File: src/rtl/hbm_axi_pkg.sv
// Shared AXI constants, read-master FSM states and an arsize helper for the
// HBM read burst master and its credit counter.
package hbm_axi_pkg;

  localparam logic [1:0] AXI_BURST_INCR = 2'b01;
  localparam logic [1:0] AXI_RESP_OKAY  = 2'b00;

  typedef enum logic [1:0] {
    IDLE  = 2'd0,
    ISSUE = 2'd1,
    DRAIN = 2'd2,
    DONE  = 2'd3
  } rd_state_e;

  // AXI size encoding: log2 of the bytes carried per beat.
  function automatic logic [2:0] axi_size(input int unsigned data_width);
    return 3'($clog2(data_width / 8));
  endfunction

endpackage

File: src/rtl/hbm_rd_burst_master_if.sv
// AXI4 read-address and read-data channel bundle for one HBM pseudo-channel.
// master: the burst master side; slave: the memory/interconnect side.
interface hbm_rd_burst_master_if #(
  parameter int DATA_WIDTH = 256,
  parameter int ADDR_WIDTH = 33
);

  logic [ADDR_WIDTH-1:0] araddr;
  logic [7:0]            arlen;
  logic [2:0]            arsize;
  logic [1:0]            arburst;
  logic                  arvalid;
  logic                  arready;
  logic [DATA_WIDTH-1:0] rdata;
  logic [1:0]            rresp;
  logic                  rlast;
  logic                  rvalid;
  logic                  rready;

  modport master (
    output araddr, arlen, arsize, arburst, arvalid, rready,
    input  arready, rdata, rresp, rlast, rvalid
  );

  modport slave (
    input  araddr, arlen, arsize, arburst, arvalid, rready,
    output arready, rdata, rresp, rlast, rvalid
  );

endinterface

File: src/rtl/hbm_rd_credit_counter.sv
// Free-space credit counter for the downstream read FIFO. Starts full
// (FIFO_DEPTH), is debited a whole burst when an AR is accepted and gains one
// credit per consumer pop. can_issue looks at the balance after this cycle's
// debit/return so the master can decide next-cycle arvalid from it.
module hbm_rd_credit_counter #(
  parameter int FIFO_DEPTH = 512,
  parameter int BURST_LEN  = 16
) (
  input  logic clk,
  input  logic reset,
  input  logic debit,
  input  logic credit_ret,
  output logic can_issue
);

  localparam int CW = $clog2(FIFO_DEPTH + 1);
  localparam logic [CW:0] DEPTH_W = (CW + 1)'(FIFO_DEPTH);
  localparam logic [CW:0] BURST_W = (CW + 1)'(BURST_LEN);

  logic [CW-1:0] credits_q;
  logic [CW-1:0] credits_d;
  logic [CW:0]   sum_s;

  // Next balance: return minus debit, clamped so it never exceeds the FIFO depth.
  always_comb begin
    sum_s = {1'b0, credits_q} + {{CW{1'b0}}, credit_ret}
          - (debit ? BURST_W : {(CW + 1){1'b0}});
    if (sum_s > DEPTH_W) begin
      credits_d = DEPTH_W[CW-1:0];
    end else begin
      credits_d = sum_s[CW-1:0];
    end
    can_issue = ({1'b0, credits_d} >= BURST_W);
  end

  // Credit register, full on reset.
  always_ff @(posedge clk or posedge reset) begin
    if (reset) begin
      credits_q <= DEPTH_W[CW-1:0];
    end else begin
      credits_q <= credits_d;
    end
  end

endmodule

File: src/rtl/hbm_rd_burst_master.sv
// Single-channel AXI4 read master feeding one HBM read FIFO. Issues fixed
// length INCR bursts over a contiguous region, only when the FIFO has room for
// a whole burst, so the R channel is never stalled for lack of space.
// Optional feature macro: HBM_RD_RESP_CHK_EN (sticky rd_err on non-OKAY rresp).
module hbm_rd_burst_master
  import hbm_axi_pkg::*;
#(
  parameter int DATA_WIDTH      = 256,
  parameter int ADDR_WIDTH      = 33,
  parameter int BURST_LEN       = 16,
  parameter int MAX_OUTSTANDING = 8,
  parameter int FIFO_DEPTH      = 512
) (
  input  logic                    clk,
  input  logic                    reset,
  input  logic                    start,
  input  logic [ADDR_WIDTH-1:0]   base_addr,
  input  logic [15:0]             num_bursts,
  output logic                    busy,
  output logic                    done,
  hbm_rd_burst_master_if.master   m_axi,
  output logic                    fifo_write_enable,
  output logic [DATA_WIDTH-1:0]   fifo_write_data,
  input  logic                    fifo_read_enable,
  output logic                    rd_err
);

  localparam int OW = $clog2(MAX_OUTSTANDING + 1);
  localparam logic [OW-1:0]         MAX_OUT_W = OW'(MAX_OUTSTANDING);
  localparam logic [OW-1:0]         ONE_OUT   = OW'(1);
  localparam logic [ADDR_WIDTH-1:0] ADDR_STEP = ADDR_WIDTH'(BURST_LEN * DATA_WIDTH / 8);

  rd_state_e state_q, state_d;
  logic [15:0]           num_bursts_q, num_bursts_d;
  logic [15:0]           issued_q, issued_d;
  logic [OW-1:0]         outstanding_q, outstanding_d;
  logic [ADDR_WIDTH-1:0] araddr_q, araddr_d;
  logic                  arvalid_q, arvalid_d;
  logic                  rready_q, rready_d;
  logic                  busy_q, busy_d;
  logic                  done_q, done_d;
  logic                  wr_en_q, wr_en_d;
  logic [DATA_WIDTH-1:0] wr_data_q, wr_data_d;
  logic                  rd_err_q, rd_err_d;

  logic start_acc_s, ar_acc_s, beat_s, last_s, can_issue_s;

  assign start_acc_s = start && (state_q == IDLE);
  assign ar_acc_s    = arvalid_q && m_axi.arready;
  assign beat_s      = m_axi.rvalid && rready_q;
  assign last_s      = beat_s && m_axi.rlast;

  hbm_rd_credit_counter #(
    .FIFO_DEPTH (FIFO_DEPTH),
    .BURST_LEN  (BURST_LEN)
  ) u_credit (
    .clk        (clk),
    .reset      (reset),
    .debit      (ar_acc_s),
    .credit_ret (fifo_read_enable),
    .can_issue  (can_issue_s)
  );

  // FSM state register.
  always_ff @(posedge clk or posedge reset) begin
    if (reset) begin
      state_q <= IDLE;
    end else begin
      state_q <= state_d;
    end
  end

  // FSM next state: leave ISSUE on the final AR accept, leave DRAIN once nothing is in flight.
  always_comb begin
    state_d = state_q;
    case (state_q)
      IDLE: begin
        if (start) begin
          state_d = (num_bursts == 16'd0) ? DONE : ISSUE;
        end else begin
          state_d = IDLE;
        end
      end
      ISSUE: begin
        if (issued_d == num_bursts_q) begin
          state_d = DRAIN;
        end else begin
          state_d = ISSUE;
        end
      end
      DRAIN: begin
        if (outstanding_q == {OW{1'b0}}) begin
          state_d = DONE;
        end else begin
          state_d = DRAIN;
        end
      end
      DONE:    state_d = IDLE;
      default: state_d = IDLE;
    endcase
  end

  // Job bookkeeping: latched length, burst/in-flight counts, next burst address, FIFO push.
  always_comb begin
    num_bursts_d = start_acc_s ? num_bursts : num_bursts_q;
    if (start_acc_s) begin
      issued_d = 16'd0;
      araddr_d = base_addr;
    end else if (ar_acc_s) begin
      issued_d = issued_q + 16'd1;
      araddr_d = araddr_q + ADDR_STEP;
    end else begin
      issued_d = issued_q;
      araddr_d = araddr_q;
    end
    case ({ar_acc_s, last_s})
      2'b10:   outstanding_d = outstanding_q + ONE_OUT;
      2'b01:   outstanding_d = outstanding_q - ONE_OUT;
      default: outstanding_d = outstanding_q;
    endcase
    wr_en_d   = beat_s;
    wr_data_d = beat_s ? m_axi.rdata : wr_data_q;
  end

  // FSM outputs: arvalid holds until accepted, otherwise re-armed only with room and budget.
  always_comb begin
    if (arvalid_q && !m_axi.arready) begin
      arvalid_d = 1'b1;
    end else begin
      arvalid_d = (state_d == ISSUE) && (issued_d < num_bursts_d) &&
                  can_issue_s && (outstanding_d < MAX_OUT_W);
    end
    rready_d = (state_d == ISSUE) || (state_d == DRAIN);
    busy_d   = (state_d != IDLE);
    done_d   = (state_q == DONE);
  end

`ifdef HBM_RD_RESP_CHK_EN
  // Sticky error on any pushed non-OKAY beat; a new job clears it.
  always_comb begin
    if (start_acc_s) begin
      rd_err_d = 1'b0;
    end else if (beat_s && (m_axi.rresp != AXI_RESP_OKAY)) begin
      rd_err_d = 1'b1;
    end else begin
      rd_err_d = rd_err_q;
    end
  end
`else
  logic resp_unused_s;
  assign resp_unused_s = ^m_axi.rresp;
  assign rd_err_d      = 1'b0;
`endif

  // Datapath and registered outputs.
  always_ff @(posedge clk or posedge reset) begin
    if (reset) begin
      num_bursts_q  <= 16'd0;
      issued_q      <= 16'd0;
      outstanding_q <= {OW{1'b0}};
      araddr_q      <= {ADDR_WIDTH{1'b0}};
      arvalid_q     <= 1'b0;
      rready_q      <= 1'b0;
      busy_q        <= 1'b0;
      done_q        <= 1'b0;
      wr_en_q       <= 1'b0;
      wr_data_q     <= {DATA_WIDTH{1'b0}};
      rd_err_q      <= 1'b0;
    end else begin
      num_bursts_q  <= num_bursts_d;
      issued_q      <= issued_d;
      outstanding_q <= outstanding_d;
      araddr_q      <= araddr_d;
      arvalid_q     <= arvalid_d;
      rready_q      <= rready_d;
      busy_q        <= busy_d;
      done_q        <= done_d;
      wr_en_q       <= wr_en_d;
      wr_data_q     <= wr_data_d;
      rd_err_q      <= rd_err_d;
    end
  end

  assign m_axi.araddr      = araddr_q;
  assign m_axi.arlen       = 8'(BURST_LEN - 1);
  assign m_axi.arsize      = axi_size(DATA_WIDTH);
  assign m_axi.arburst     = AXI_BURST_INCR;
  assign m_axi.arvalid     = arvalid_q;
  assign m_axi.rready      = rready_q;
  assign busy              = busy_q;
  assign done              = done_q;
  assign fifo_write_enable = wr_en_q;
  assign fifo_write_data   = wr_data_q;
  assign rd_err            = rd_err_q;

endmodule

File: src/flat_wrapper.sv
// flat-port wrapper written by rule: the top's interface ports become plain ports
module hbm_rd_burst_master_flat import hbm_axi_pkg::*;
#(
  parameter int DATA_WIDTH      = 256,
  parameter int ADDR_WIDTH      = 33,
  parameter int BURST_LEN       = 16,
  parameter int MAX_OUTSTANDING = 8,
  parameter int FIFO_DEPTH      = 512
)
  (clk, reset, start, base_addr, num_bursts, busy, done, fifo_write_enable, fifo_write_data, fifo_read_enable, rd_err, m_axi_araddr, m_axi_arlen, m_axi_arsize, m_axi_arburst, m_axi_arvalid, m_axi_rready, m_axi_arready, m_axi_rdata, m_axi_rresp, m_axi_rlast, m_axi_rvalid);
  hbm_rd_burst_master_if #(.DATA_WIDTH(DATA_WIDTH), .ADDR_WIDTH(ADDR_WIDTH)) m_axi_i ();
  input  logic clk;
  input  logic reset;
  input  logic start;
  input  logic [ADDR_WIDTH-1:0] base_addr;
  input  logic [15:0] num_bursts;
  output logic busy;
  output logic done;
  output logic fifo_write_enable;
  output logic [DATA_WIDTH-1:0] fifo_write_data;
  input  logic fifo_read_enable;
  output logic rd_err;
  output wire logic [$bits(m_axi_i.araddr)-1:0] m_axi_araddr;
  output wire logic [$bits(m_axi_i.arlen)-1:0] m_axi_arlen;
  output wire logic [$bits(m_axi_i.arsize)-1:0] m_axi_arsize;
  output wire logic [$bits(m_axi_i.arburst)-1:0] m_axi_arburst;
  output wire logic [$bits(m_axi_i.arvalid)-1:0] m_axi_arvalid;
  output wire logic [$bits(m_axi_i.rready)-1:0] m_axi_rready;
  input wire logic [$bits(m_axi_i.arready)-1:0] m_axi_arready;
  input wire logic [$bits(m_axi_i.rdata)-1:0] m_axi_rdata;
  input wire logic [$bits(m_axi_i.rresp)-1:0] m_axi_rresp;
  input wire logic [$bits(m_axi_i.rlast)-1:0] m_axi_rlast;
  input wire logic [$bits(m_axi_i.rvalid)-1:0] m_axi_rvalid;
  assign m_axi_araddr = m_axi_i.araddr;
  assign m_axi_arlen = m_axi_i.arlen;
  assign m_axi_arsize = m_axi_i.arsize;
  assign m_axi_arburst = m_axi_i.arburst;
  assign m_axi_arvalid = m_axi_i.arvalid;
  assign m_axi_rready = m_axi_i.rready;
  assign m_axi_i.arready = m_axi_arready;
  assign m_axi_i.rdata = m_axi_rdata;
  assign m_axi_i.rresp = m_axi_rresp;
  assign m_axi_i.rlast = m_axi_rlast;
  assign m_axi_i.rvalid = m_axi_rvalid;
  hbm_rd_burst_master #(.DATA_WIDTH(DATA_WIDTH), .ADDR_WIDTH(ADDR_WIDTH), .BURST_LEN(BURST_LEN), .MAX_OUTSTANDING(MAX_OUTSTANDING), .FIFO_DEPTH(FIFO_DEPTH)) u_core (.clk(clk), .reset(reset), .start(start), .base_addr(base_addr), .num_bursts(num_bursts), .busy(busy), .done(done), .m_axi(m_axi_i), .fifo_write_enable(fifo_write_enable), .fifo_write_data(fifo_write_data), .fifo_read_enable(fifo_read_enable), .rd_err(rd_err));
endmodule
File: config.mk
export PLATFORM = sky130hd
export DESIGN_NAME = hbm_rd_burst_master_flat
export DESIGN_NICKNAME = d
export VERILOG_FILES = /design/src/rtl/hbm_axi_pkg.sv /design/src/rtl/hbm_rd_burst_master_if.sv /design/src/rtl/hbm_rd_credit_counter.sv /design/src/rtl/hbm_rd_burst_master.sv /design/src/flat_wrapper.sv
export SDC_FILE = /design/constraint.sdc
export NUM_CORES = 1
export LEC_CHECK = 0
export CORE_AREA = 2 2 244 246
export DETAILED_ROUTE_END_ITERATION = 7
export DIE_AREA = 0 0 246 248
export PLACE_DENSITY_LB_ADDON = 0.2
export SYNTH_ARGS = -nofsm -noshare
export SYNTH_HDL_FRONTEND = slang
export SYNTH_SLANG_ARGS = --single-unit
File: constraint.sdc
create_clock -name clk -period 24.2 [get_ports clk]
set_input_delay 3.63 -clock clk [delete_from_list [all_inputs] [get_ports clk]]
set_output_delay 3.63 -clock clk [all_outputs]
set_load 0.05 [all_outputs]
After elaboration in Yosys (flattened, before gate mapping)
Index checks and enable logic that the tools add are counted.
{ "word_totals": {"register_bits": 342, "inputBits": 314, "output_inout_bits": 308, "elab_cells": 59} }
{ "classes": {"addsub": 6, "magnitude_cmp": 4, "n_eq_ne": 8, "muxes": 14, "reduce_logical": 15} }
{ "op_table": {"columns": ["operator", "count"], "rows": [
  ["$mux 33", 2],
  ["$mux 16", 3],
  ["$add 33x10->33 const B", 1],
  ["$add 16x1->16 const B", 1],
  ["$eq 16x16->1", 1],
  ["$logic_not 16->1", 1],
  ["$lt 16x16->1", 1],
  ["$add 10x1->11", 1],
  ["$gt 11x10->1 const B", 1],
  ["$sub 11x5->11", 1],
  ["$ge 10x5->1 const B", 1],
  ["$mux 10", 1],
  ["$eq 2x2->1 const B", 4],
  ["$logic_and 1x1->1", 8],
  ["$pmux 2 s4", 1],
  ["$pmux 4 s2", 1],
  ["$eq 2x1->1 const B", 3],
  ["$mux 2", 3],
  ["$mux 5", 1],
  ["$add 4x1->4 const B", 1],
  ["$logic_not 4->1", 1],
  ["$lt 4x4->1 const B", 1],
  ["$reduce_bool 2->1", 2],
  ["$sub 4x1->4 const B", 1],
  ["4 further kinds", 5]
]} }

Longest topological paths before layout
{ "depth": {"depth_word": 11, "depth_mapped": 13, "depth_no_buf": 12} }

Hierarchy
From an unflattened synthesis, not the netlist that was laid out.
{ "hier_totals": {"cells_unflattened": 1113, "hier_area_um2": 14855.5} }
{ "modules_own_cells": {"columns": ["mod", "instances", "cells_per_inst", "area_each_um2", "seq_area_each_um2"], "rows": [
  ["hbm_rd_burst_master", 1, 1019, 13977.2, 8308.0],
  ["hbm_rd_credit_counter", 1, 94, 878.3, 251.5]
]} }

Worst setup path after synthesis
Ideal clock, no wire load.
{ "synth_path": {"path_type": "in2reg", "start": "input port start", "end": "register u_core.arvalid_q (netlist: u_core.m_axi.arvalid)", "arrival_time_ps": 6616, "path_slack_ps": 17501, "cell_stages": 12, "n_path_buf": 3, "cell_sequence": "nor3b_1 > clkbuf_1 > buf_2 > buf_2 > mux2i_1 > ha_1 > a21oi_1 > o21ai_0 > a2111oi_0 > a211oi_1 > or3_1 > o22ai_1"} }
{ "synth_between": {"elab_chain_cells": 10} }
{ "synth_rtl": {"columns": ["item", "line_no", "source"], "rows": [
  ["start, declared", "flat_wrapper.sv:14", "input logic start;"],
  ["$logic_and 1x1->1", "hbm_rd_burst_master.sv:48", "assign start_acc_s = start && (state_q == IDLE);"],
  ["$mux 16", "hbm_rd_burst_master.sv:106", "if (start_acc_s) begin"],
  ["$eq 16x16->1", "hbm_rd_burst_master.sv:85", "if (issued_d == num_bursts_q) begin"],
  ["$mux 2", "hbm_rd_burst_master.sv:85", null],
  ["$pmux 2 s4", "hbm_rd_burst_master.sv:76", "case (state_q)"],
  ["$eq 2x1->1", "hbm_rd_burst_master.sv:130", "arvalid_d = (state_d == ISSUE) && (issued_d < num_bursts_d) &&"],
  ["$logic_and 1x1->1 * (2 in a row)", "hbm_rd_burst_master.sv:130", null],
  ["$logic_and 1x1->1 *", "hbm_rd_burst_master.sv:131", "can_issue_s && (outstanding_d < MAX_OUT_W);"],
  ["$mux 1 *", "hbm_rd_burst_master.sv:127", "if (arvalid_q && !m_axi.arready) begin"],
  ["net u_core.arvalid_d", "hbm_rd_burst_master.sv:38", "logic arvalid_q, arvalid_d;"],
  ["end signal, assigned", "hbm_rd_burst_master.sv:174", "arvalid_q <= arvalid_d;"],
  ["end, declared", "hbm_rd_burst_master.sv:38", null]
]} }
The timed path passes the listed nets; every way through them passes the cells marked *.
A chain may end at the register's enable or synchronous reset.

Worst setup path after layout
{ "layout_path": {"start": "input port m_axi_arready", "end": "register u_core.arvalid_q (netlist: u_core.m_axi.arvalid)"} }
{ "layout_between": {"elab_chain_cells": 11} }
{ "layout_rtl": {"columns": ["item", "line_no", "source"], "rows": [
  ["start, declared", "flat_wrapper.sv:29", "input wire logic [$bits(m_axi_i.arready)-1:0] m_axi_arready;"],
  ["$logic_and 1x1->1 *", "hbm_rd_burst_master.sv:49", "assign ar_acc_s = arvalid_q && m_axi.arready;"],
  ["$mux 16 *", "hbm_rd_burst_master.sv:109", "end else if (ar_acc_s) begin"],
  ["$mux 16 *", "hbm_rd_burst_master.sv:106", null],
  ["net u_core.issued_d[11]", "hbm_rd_burst_master.sv:35", "logic [15:0] issued_q, issued_d;"],
  ["$eq 16x16->1", "hbm_rd_burst_master.sv:85", null],
  ["$mux 2", "hbm_rd_burst_master.sv:85", null],
  ["$pmux 2 s4", "hbm_rd_burst_master.sv:76", null],
  ["$eq 2x1->1", "hbm_rd_burst_master.sv:130", null],
  ["$logic_and 1x1->1 * (2 in a row)", "hbm_rd_burst_master.sv:130", null],
  ["$logic_and 1x1->1 *", "hbm_rd_burst_master.sv:131", null],
  ["$mux 1 *", "hbm_rd_burst_master.sv:127", null],
  ["net u_core.arvalid_d", "hbm_rd_burst_master.sv:38", null]
]} }
Marks and branches as above.

==> metrics.yaml <==
worst_hold_path:
  hp-start: "u_core.m_axi.araddr[3]$_DFFE_PP0P_"
  min_path_type: "flip-flop to flip-flop"
  timing.hold.worst_path_depth: 2
  hold_path_end: "u_core.m_axi.araddr[3]$_DFFE_PP0P_"
cts:
  clock_sink_count: 342
  clockBufferDepth: 3
  cts-root-buf: "sky130_fd_sc_hd__clkbuf_16"
  cts_resized: 0
  hold_buffers: 0
  clkTransAtPathRegs_ns: 0.06
  clk-insertion-delay-late_ns: 0.57
  postCtsSetupBuffers: 0
  clock_tree.htree_level_count: 2
  cts_inserted_buffers: 43
  cts_tree: "yes"
pwr:
  intPower_mw: 1.280
  power_switching_share: 0.3662
  power.density_cell_area_nw_per_um2: 88.68
  p_seq_frac: 0.354
  leakage_nw: 9.328
  pwr-share-clk: 0.299
  pwr-share-comb: 0.347
  ir_worst_vdd_uv: 58.18
  switching_power_of_the_nets_mw: 0.7395
setup_path:
  ff2ff_path_depth: 11
  timing.critical_path.to_type: "flip-flop"
  worst_setup_path_class: "input port to flip-flop"
  regToRegEndpoint: "u_core.m_axi.arvalid$_DFF_PP0_"
  crit_arrival_ns: 7.51
  worst_r2r_src: "u_core.state_q[1]$_DFF_PP0_"
  worstSetupStartpointType: "input port"
  worst-path-max-fanout: 7
  reg2reg_setup_slack_ns: 20.28
  worstPathRequired_ns: 24.67
drt:
  drc: 0
  highest_signal_layer: "met5"
  postRouteWirelength_um: 48050
  overall_via_count_from_detail_route: 10860
  antenna_left: 0
  routed-wl-met2_um: 23890
  route.met3.wl_um: 3882
  detail_route.wl_per_cell_um: 19.04
  first_iter_violations: 407
  drt-met1-wl_um: 19100
  route.detailed.vias_per_inst: 4.302
  detailedRoute.firstPassIterationCount: 5
sta:
  layout_min_cycle_time_ns: 7.039
  finalHoldViolCount: 0
  grt_setup_unrepaired: "false"
  fin_setup_tns_ns: 0
  finalSetupViolCount: 0
  slew_headroom: 0.2978
  worstMarginPinSlew_ns: 1.053
  timing.clock.skew_ns: 0.01933
  clock.fmax_mhz: 142.1
  timing.final.ws_setup_ns: 17.16
  final_max_slew_viol_count: 0
  timing.final.crit_share: 0.2909
synthesis:
  post_synth.cell_area_avg_sq_um: 13.14
  yosysSeqAreaShare: 0.5867
  yosys_most_used_dff: "sky130_fd_sc_hd__dfrtp_1"
  netlist.area_leader.share: 0.5849
  ys_top_cells_by_area: "sky130_fd_sc_hd__dfrtp_1, sky130_fd_sc_hd__mux2_2, sky130_fd_sc_hd__ha_1"
  yosys.area.top_type: "sky130_fd_sc_hd__dfrtp_1"
  synth_seq_cells: 342
  ys_warn_count: 0
  synth-async-reset-ratio: 1.000
  post_synth_inst_count: 1110
  synthDistinctLibCells: 63
  synth_area_sq_um: 14590
  synth_enable_flop_cells: 0
die:
  num_rows: 89
  design.die.area_sq_um: 61010
  core_area_sq_um: 58460
  start_util: 0.2496
  die-width_um: 246
  floorplan.die.height_um: 248
  pin_count: 622
grt:
  antenna_violations_before_repair: 2
  number_of_global_route_vias_before_repair: 11260
  grt_util_all_layers: 0.1513
  globalRouteOverflowTotal: 0
  grt_pass1_wl_um: 70350
  largest_net_degree_at_the_start_of_global_routing: 125
finish:
  nFillCells: 5653
  layout_common_cells: "sky130_fd_sc_hd__clkdlybuf4s50_1, sky130_fd_sc_hd__dfrtp_1, sky130_fd_sc_hd__mux2_2"
  drive_above_1_share: 0.1961
  post-route-util: 0.3895
  num-nets-final: 2071
  layout.cells.most_common: "sky130_fd_sc_hd__clkdlybuf4s50_1"
  area_delta_synth_final_pct: 56.08
placed_design:
  preCtsSetupSlack_ns: 16.57
  routabilityCongestion: 0.8115
  dp_hpwl_um: 36270
  buffer_ports.inserted: 605
outcome:
  status: "finished clean"
run:
  max-cap-violations: 0
## layout make-up
| type | count | area, sq um | area share |
|---|---|---|---|
| antenna | 2 | 5.005 | 0.0002198 |
| tap | 773 | 967.2 | 0.04247 |
| sequential | 342 | 8559 | 0.3759 |
| inverter | 42 | 165.2 | 0.007252 |
| clock buffer | 57 | 1169 | 0.05132 |
| multi-input combinational | 678 | 5643 | 0.2478 |
| clock inverter | 16 | 141.4 | 0.006208 |
| timing repair buffer | 614 | 6123 | 0.2689 |
## flip-flops by register name, summed over array words and instances, names as in the netlist
| signal | cells |
|---|---|
| u_core.fifo_write_enable | 1 |
| u_core.done | 1 |
| u_core.m_axi.arvalid | 1 |
| u_core.fifo_write_data | 256 |
| u_core.busy | 1 |
| u_core.outstanding_q | 4 |
| u_core.m_axi.araddr | 33 |
| u_core.issued_q | 16 |
| u_core.state_q | 2 |
| u_core.m_axi.rready | 1 |
| u_core.num_bursts_q | 16 |
| u_core.u_credit.credits_q | 10 |
## logic make-up after synthesis
logic type | after synthesis | synth area share
DFF | 342 | 0.5867
muxes | 274 | 0.2099
and+or+nand+nor | 211 | 0.07186
buffers and inverters | 102 | 0.03019
AOI/OAI and AO/OA | 97 | 0.04185
xor gates and xnor gates | 46 | 0.02761
adders and majority gates | 36 | 0.03139
other | 2 | 0.0005147
## cell usage after synthesis (2+ instances only)
| master | count |
|---|---|
| sky130_fd_sc_hd__dfrtp_1 | 341 |
| sky130_fd_sc_hd__mux2_2 | 256 |
| sky130_fd_sc_hd__nand2_1 | 79 |
| sky130_fd_sc_hd__inv_1 | 42 |
| sky130_fd_sc_hd__clkbuf_1 | 38 |
| sky130_fd_sc_hd__nor2_1 | 36 |
| sky130_fd_sc_hd__ha_1 | 35 |
| sky130_fd_sc_hd__o21ai_0 | 35 |
| sky130_fd_sc_hd__xnor2_1 | 25 |
| sky130_fd_sc_hd__xor2_1 | 21 |
| sky130_fd_sc_hd__nand3_1 | 19 |
| sky130_fd_sc_hd__a21oi_1 | 18 |
| sky130_fd_sc_hd__mux2i_1 | 18 |
| sky130_fd_sc_hd__nand4_1 | 17 |
| sky130_fd_sc_hd__buf_4 | 14 |
| sky130_fd_sc_hd__nor4_1 | 13 |
| sky130_fd_sc_hd__nor3_1 | 9 |
| sky130_fd_sc_hd__and3_1 | 6 |
| sky130_fd_sc_hd__and2_1 | 5 |
| sky130_fd_sc_hd__a21o_1 | 4 |
| sky130_fd_sc_hd__buf_1 | 4 |
| sky130_fd_sc_hd__buf_2 | 4 |
| sky130_fd_sc_hd__o211ai_1 | 4 |
| sky130_fd_sc_hd__o21ai_1 | 4 |
| sky130_fd_sc_hd__a2111oi_0 | 3 |
| sky130_fd_sc_hd__a211oi_1 | 3 |
| sky130_fd_sc_hd__a31o_2 | 3 |
| sky130_fd_sc_hd__and4_1 | 3 |
| sky130_fd_sc_hd__nor2b_1 | 3 |
| sky130_fd_sc_hd__o22ai_1 | 3 |
| sky130_fd_sc_hd__or2_2 | 3 |
| sky130_fd_sc_hd__or3_1 | 3 |
| sky130_fd_sc_hd__a21boi_1 | 2 |
| sky130_fd_sc_hd__conb_1 | 2 |
| sky130_fd_sc_hd__nand2b_1 | 2 |
| sky130_fd_sc_hd__o21a_1 | 2 |
| sky130_fd_sc_hd__o311ai_0 | 2 |
| sky130_fd_sc_hd__o31a_1 | 2 |
| sky130_fd_sc_hd__or4_1 | 2 |
| sky130_fd_sc_hd__or4_4 | 2 |
## power groups by stage
| stage | Sequential, mW | Combinational (mW) | Clock (mW) |
|---|---|---|---|
| 5_1_grt | 0.727 | 0.751 | 0.655 |
| 4_1_cts | 0.715 | 0.708 | 0.629 |
| 6_report | 0.715 | 0.700 | 0.604 |
| 2_1_floorplan | 0.928 | 0.243 | 0 |
| 3_5_place_dp | 0.723 | 0.706 | 0 |
| 3_3_place_gp | 0.721 | 0.703 | 0 |
## how the worst max path moves through the flow
stage                                     end  depth (start not counted)           from
2_1_floorplan           u_core.busy$_DFF_PP0_                          1          reset
3_3_place_gp   u_core.m_axi.arvalid$_DFF_PP0_                         12  m_axi_arready
3_5_place_dp   u_core.m_axi.arvalid$_DFF_PP0_                         12  m_axi_arready
4_1_cts        u_core.m_axi.arvalid$_DFF_PP0_                         12  m_axi_arready
5_1_grt        u_core.m_axi.arvalid$_DFF_PP0_                         12  m_axi_arready
6_report       u_core.m_axi.arvalid$_DFF_PP0_                         12  m_axi_arready
## metal layers
metal	track usage	vias up
met5	0	-
met4	0.04706	4
met3	0.05017	70
met2	0.2550	364
met1	0.1824	5297
li1	-	5122
## stage by stage
step / cell area (sq um) / power (mW) / cells / hold WS (ns)
finish: 22770 / 2.019 / 2524 / 0.4724
global route: 22770 / 2.133 / 2522 / 0.5006
global placement: 21460 / 1.424 / 2449 / 0.4654
detailed placement: 21460 / 1.430 / 2449 / 0.4646
CTS: 22770 / 2.053 / 2522 / 0.4791
floorplan: 14640 / 1.171 / 1122 / 0.4540
## critical path, stage by stage
cell and delay (ns):
sky130_fd_sc_hd__clkdlybuf4s50_1 0.70, sky130_fd_sc_hd__nand4_1 0.39, sky130_fd_sc_hd__nor4_1 0.56, sky130_fd_sc_hd__a21oi_1 0.14, sky130_fd_sc_hd__a31o_2 0.27, sky130_fd_sc_hd__ha_1 0.33
sky130_fd_sc_hd__a21oi_1 0.14, sky130_fd_sc_hd__o21ai_0 0.14, sky130_fd_sc_hd__a2111oi_0 0.49, sky130_fd_sc_hd__a211oi_1 0.19, sky130_fd_sc_hd__or3_1 0.39, sky130_fd_sc_hd__o22ai_1 0.13
No activity file was read; power rests on OpenSTA's default activity.
